### config.mk
export PLATFORM = sky130hd
export DESIGN_NAME = demux32_1_2_buf
export DESIGN_NICKNAME = d
export VERILOG_FILES = /design/src/rtl/demux_pkg.sv /design/src/rtl/demux_slot.sv /design/src/rtl/demux32_1_2_buf.sv
export SDC_FILE = /design/constraint.sdc
export NUM_CORES = 1
export LEC_CHECK = 0
export ABC_AREA = 1
export CAP_MARGIN = 40
export CORE_MARGIN = 2
export CORE_UTILIZATION = 30
export DETAILED_ROUTE_END_ITERATION = 8
export HOLD_SLACK_MARGIN = 0.03
export PLACE_DENSITY_LB_ADDON = 0.3
export SYNTH_ARGS = -nofsm -noshare
export SYNTH_HDL_FRONTEND = slang
export SYNTH_SLANG_ARGS = --single-unit
### constraint.sdc
create_clock -name clk -period 1.2 [get_ports clk]
set_input_delay 0.24 -clock clk [delete_from_list [all_inputs] [get_ports clk]]
set_output_delay 0.24 -clock clk [all_outputs]
set_load 0.01 [all_outputs]
### src/rtl/demux_pkg.sv
// demux_pkg
//   Shared definitions for the 1-to-2 buffered demultiplexer:
//   - slot_state_e : one-entry slot state (EMPTY=1'b0, FULL=1'b1)
//   - DEMUX_WIDTH  : default data width (32)
//   - CNT_WIDTH    : width of the optional per-port transfer counters (16)
//   - cnt_next     : counter increment helper, wraps 0xFFFF -> 0x0000
package demux_pkg;

    typedef enum logic {
        EMPTY = 1'b0,
        FULL  = 1'b1
    } slot_state_e;

    localparam int DEMUX_WIDTH = 32;
    localparam int CNT_WIDTH   = 16;

    // Natural modulo-2^16 increment; the wrap from all-ones to zero is intended.
    function automatic logic [CNT_WIDTH-1:0] cnt_next(input logic [CNT_WIDTH-1:0] cnt);
        return cnt + 16'd1;
    endfunction

endpackage

### src/rtl/demux_slot.sv
// demux_slot
//   One-entry output slot of the demultiplexer: state bit plus data register.
//   Ports:
//     clk   - clock, rising edge
//     rst   - synchronous active-high reset (slot EMPTY, data 0)
//     load  - write din into the slot this cycle (caller guarantees space)
//     ready - downstream accept for this port
//     din   - word to load
//     dout  - held word, 0 while EMPTY
//     valid - slot is FULL
//     drain - output-side transfer happens this cycle (combinational)
module demux_slot
    import demux_pkg::*;
#(
    parameter int WIDTH = DEMUX_WIDTH
) (
    input  logic             clk,
    input  logic             rst,
    input  logic             load,
    input  logic             ready,
    input  logic [WIDTH-1:0] din,
    output logic [WIDTH-1:0] dout,
    output logic             valid,
    output logic             drain
);

    slot_state_e      state_r;
    slot_state_e      state_s;
    logic [WIDTH-1:0] data_r;
    logic [WIDTH-1:0] data_s;
    logic             drain_s;

    // Output-side transfer: slot holds a word and the consumer takes it.
    always_comb begin
        drain_s = (state_r == FULL) && ready;
    end

    // Next-state and next-data; a load wins over a drain so a simultaneous
    // drain+load keeps the slot FULL with the new word.
    always_comb begin
        state_s = state_r;
        data_s  = data_r;
        case (state_r)
            EMPTY: begin
                if (load) begin
                    state_s = FULL;
                    data_s  = din;
                end else begin
                    state_s = EMPTY;
                    data_s  = {WIDTH{1'b0}};
                end
            end
            FULL: begin
                if (load) begin
                    state_s = FULL;
                    data_s  = din;
                end else if (drain_s) begin
                    state_s = EMPTY;
                    data_s  = {WIDTH{1'b0}};
                end else begin
                    state_s = FULL;
                    data_s  = data_r;
                end
            end
            default: begin
                state_s = EMPTY;
                data_s  = {WIDTH{1'b0}};
            end
        endcase
    end

    // Slot state and data registers.
    always_ff @(posedge clk) begin
        if (rst) begin
            state_r <= EMPTY;
            data_r  <= {WIDTH{1'b0}};
        end else begin
            state_r <= state_s;
            data_r  <= data_s;
        end
    end

    assign dout  = data_r;
    assign valid = (state_r == FULL);
    assign drain = drain_s;

endmodule

### src/rtl/demux32_1_2_buf.sv
// demux32_1_2_buf
//   1-to-2 demultiplexer with a one-entry buffer per destination port and
//   valid/ready handshakes on all sides. Latency is one cycle.
//   Optional feature: define DEMUX32_XFER_CNT_EN to add 16-bit per-port
//   output-transfer counters cnt0/cnt1.
//   Ports:
//     clk, rst               - clock (rising edge), synchronous active-high reset
//     a, s, in_valid         - source word, destination select, source valid
//     in_ready               - source accept (combinational)
//     out0/out1              - destination data (0 while the slot is empty)
//     out0_valid/out1_valid  - destination valid
//     out0_ready/out1_ready  - destination accept
//     cnt0/cnt1              - output transfer counters (only with the macro)
module demux32_1_2_buf
    import demux_pkg::*;
#(
    parameter int WIDTH = DEMUX_WIDTH
) (
    input  logic                 clk,
    input  logic                 rst,
    input  logic [WIDTH-1:0]     a,
    input  logic                 s,
    input  logic                 in_valid,
    output logic                 in_ready,
    output logic [WIDTH-1:0]     out0,
    output logic [WIDTH-1:0]     out1,
    output logic                 out0_valid,
    output logic                 out1_valid,
    input  logic                 out0_ready,
    input  logic                 out1_ready
`ifdef DEMUX32_XFER_CNT_EN
    ,
    output logic [CNT_WIDTH-1:0] cnt0,
    output logic [CNT_WIDTH-1:0] cnt1
`endif
);

    logic in_ready_s;
    logic load0_s;
    logic load1_s;
    logic drain0_s;
    logic drain1_s;

    // Accept when the selected slot is empty or frees up this cycle; never
    // during reset so a word offered then is discarded.
    always_comb begin
        in_ready_s = 1'b0;
        if (rst) begin
            in_ready_s = 1'b0;
        end else if (s) begin
            in_ready_s = !out1_valid || drain1_s;
        end else begin
            in_ready_s = !out0_valid || drain0_s;
        end
    end

    // Route an accepted word to exactly one slot.
    always_comb begin
        load0_s = 1'b0;
        load1_s = 1'b0;
        if (in_valid && in_ready_s) begin
            load0_s = !s;
            load1_s = s;
        end else begin
            load0_s = 1'b0;
            load1_s = 1'b0;
        end
    end

    assign in_ready = in_ready_s;

    demux_slot #(.WIDTH(WIDTH)) u_slot0 (
        .clk   (clk),
        .rst   (rst),
        .load  (load0_s),
        .ready (out0_ready),
        .din   (a),
        .dout  (out0),
        .valid (out0_valid),
        .drain (drain0_s)
    );

    demux_slot #(.WIDTH(WIDTH)) u_slot1 (
        .clk   (clk),
        .rst   (rst),
        .load  (load1_s),
        .ready (out1_ready),
        .din   (a),
        .dout  (out1),
        .valid (out1_valid),
        .drain (drain1_s)
    );

`ifdef DEMUX32_XFER_CNT_EN
    logic [CNT_WIDTH-1:0] cnt0_r;
    logic [CNT_WIDTH-1:0] cnt1_r;

    // Per-port output transfer counters, wrapping modulo 2^16.
    always_ff @(posedge clk) begin
        if (rst) begin
            cnt0_r <= 16'd0;
            cnt1_r <= 16'd0;
        end else begin
            if (drain0_s) begin
                cnt0_r <= cnt_next(cnt0_r);
            end else begin
                cnt0_r <= cnt0_r;
            end
            if (drain1_s) begin
                cnt1_r <= cnt_next(cnt1_r);
            end else begin
                cnt1_r <= cnt1_r;
            end
        end
    end

    assign cnt0 = cnt0_r;
    assign cnt1 = cnt1_r;
`endif

endmodule

==> impl_metrics.toml <==
[logic_synthesis]
ys_seq_area_share_pct = 55.2
synth-simple-area-share_pct = 20.4
synth.distinct_cells = 16
yosysWarnings = 0
syn-cell-area_sq_mm = 0.00239
muxShareOfSynthArea_pct = 0
synth_top_family_by_area = "simple AND/OR/NAND/NOR gates"
syn_nets = 307
synthAdderAreaFrac_pct = 0
synth.avg_cell_area_sq_um = 8.89
synth-compound-area-share_pct = 17.2
synth_xor_area_share_pct = 0
synth_cells = 269
ys_ff_latch = 66

[setup_path]
cp-end-kind = "output port"
crit_fanout = 2
cp.required_ns = 0.96
start_kind = "flip-flop"
worstSetupPathType = "reg -> out"
cp.arrival_ns = 1.02

[sta]
drv_slew = 0
tightest_slew_ns = 0.689
relSlewSlack_pct = 54.1
rsz0062_at_grt = "true"
finalCritPeriodShare_pct = 105
fmax_ghz = 0.794
hold_viol = 0
skew_ns = 0.00645
worst_slack_ns = -0.0594
tns_ns = -0.505
post-route-min-period_ns = 1.26
holdWs_ns = 0.226
setup_violations = 39

[clocking]
cts_buffers = 9
path_clk_slew_ns = 0.07
clock_sinks = 66
htreeDepth = 3
clk_latency_ns = 0.33
root_buffer = "clkbuf_8"
tritoncts = "done"
cts_hold_buf = 0
clock_path_buffers = 2

[route]
drc = 0
num_vias = 2398
drtIter0Drc = 90
via_per_inst = 4.94
wl_per_cell_um = 16.3
detail-route-antenna-nets = 0
drt_pre_antenna_iters = 4
routed_wl_um = 7910

[power_and_ir_drop]
powerDensity_mw_per_mm2 = 1280
pwr-share-seq_pct = 45.0
p_leak_nw = 1.52
switching_share_pct = 22.7
comb_power_share_pct = 10.9
vdd_drop_max_mv = 0.743
p_switching_w = 0.00114
p_clk_share_pct = 44.1
intPower_w = 0.00388

[floorplanning]
die-width_um = 93.3
row_count = 32
core_area_sq_mm = 0.00773
dieHeight_um = 93.3
start_util_pct = 31.0
die_area_sq_mm = 0.00870
pin_count = 105

[outcome]
violations = "setup timing"
status = "finished with violations"

[layout]
fin_cells = 485
antennaDiodeCount = 0
fill_cells = 733
drive_gt1_share_pct = 32.9
design_area_sq_mm = 0.00391
syn_to_final_growth_pct = 63.6
finalNetCount = 416

[run]
cap_violations = 0

[global_routing]
grt_first_pass_wirelength_um = 12100
grt.total_usage_pct = 17.7
antenna_found_initial = 0
grt-ovfl-total = 0
grt_max_degree = 67
grt_pass1_vias = 2357

[placed_design]
gp_congestion = 0.736
io_buffers = 104
dp.cells = 463
dp_hpwl_um = 4800
postPlaceCellArea_sq_mm = 0.00360

[min_path]
hold_path.class = "in -> reg"
## through the flow
step	utilization, %	setup WS (ns)	total power (W)
after global placement	46.6	-0.550	0.00278
after global routing	50.6	-0.124	0.00520
after CTS	52.0	-0.154	0.00503
after floorplan	-	0.118	0.00249
final	50.6	-0.0594	0.00501
after detailed placement	46.6	-0.553	0.00279
## routing by layer
metal / vias up / GRT usage (%) / routed length, um
li1: 1172 / - / -
met1: 1155 / 22.7 / 3630
met2: 64 / 29.4 / 3870
met3: 7 / 3.79 / 339
met4: 0 / 6.25 / 77
met5: - / 0 / 0
## what timing repair did
action                                  4_1_cts  5_1_grt
gates cloned                                  3        2
gates resized for setup                     123      113
pin swaps                                     0        8
endpoints found under the setup margin      132      126
buffers inserted                              3        1
## power by group through the flow
stage	registers, W	clock network (W)	logic (W)
floorplan	0.00232	0	0.000176
global placement	0.00230	0	0.000484
detailed placement	0.00230	0	0.000486
CTS	0.00225	0.00225	0.000528
global route	0.00226	0.00236	0.000585
finish	0.00225	0.00221	0.000549
## synth_stat cells
library cell / count / share of area (%)
a21oi_1: 34 / 7.1
a22oi_1: 32 / 10
buf_1: 1 / 0.16
buf_2: 12 / 2.5
buf_4: 3 / 0.94
buf_6: 3 / 1.4
clkbuf_1: 7 / 1.1
dfxtp_1: 66 / 55
inv_1: 5 / 0.78
inv_2: 2 / 0.31
nand2_1: 33 / 5.2
nand2_2: 2 / 0.52
nand3_1: 2 / 0.42
nand4_1: 33 / 8.6
nor2_1: 33 / 5.2
nor2_4: 1 / 0.47
## state kept, by name, indices dropped and copies added (netlist names)
| signal | cells |
|---|---|
| u_slot1.valid | 1 |
| u_slot0.dout | 32 |
| u_slot0.valid | 1 |
| u_slot1.dout | 32 |
## cells in the final DEF (no fill, tap or decap), types with 2 or more instances in the layout
cell type        instances
a21oi_1                 34
buf_12                  10
dlygate4sd2_1            2
nand2_2                  2
clkbuf_1                 2
dlymetal6s2s_1           2
a22oi_2                 32
clkdlybuf4s50_1         33
dfxtp_1                 64
bufinv_16                3
nand4_1                 33
nand2_1                 32
inv_1                    4
inv_2                    2
clkbuf_2                46
clkbuf_8                 9
buf_2                    2
nor2_1                  32
clkdlybuf4s15_1         18
buf_6                    2
clkbuf_16                2
dfxtp_2                  2
buf_4                    6
## final cells by class
class | instances | area, sq um | area share (%)
clock inverter | 5 | 103 | 2.62
multi-input combinational | 170 | 1070 | 27.4
sequential | 66 | 1320 | 33.8
clock buffer | 11 | 131 | 3.36
inverter | 7 | 28.8 | 0.735
timing repair buffer | 124 | 1130 | 28.8
tap | 102 | 128 | 3.26
## critical path, cell delays in order, from the launching register on
cell	delay, ns
dfxtp_2	0.34
nand2_2	0.07
nor2_2	0.12
nor2_4	0.05
buf_6	0.11
## cell families (layout without fill, tap and decap cells)
kind of cell / Yosys count / in the layout
compound gates: 66 / 66
buf+inv: 33 / 147
flops: 66 / 66
simple gates: 104 / 104
## worst paths after layout
path,startpoint,end,slack (ns),depth (start not counted)
max,u_slot0.valid$_SDFF_PP0_,in_ready,-0.06,4
max reg2reg,u_slot1.valid$_SDFF_PP0_,u_slot0.dout[5]$_SDFFE_PP0P_,-0.04,7
min,out1_ready,u_slot1.valid$_SDFF_PP0_,0.23,4
min reg2reg,u_slot0.dout[0]$_SDFFE_PP0P_,u_slot0.dout[0]$_SDFFE_PP0P_,0.47,2
No activity file was read; power rests on OpenSTA's default activity.
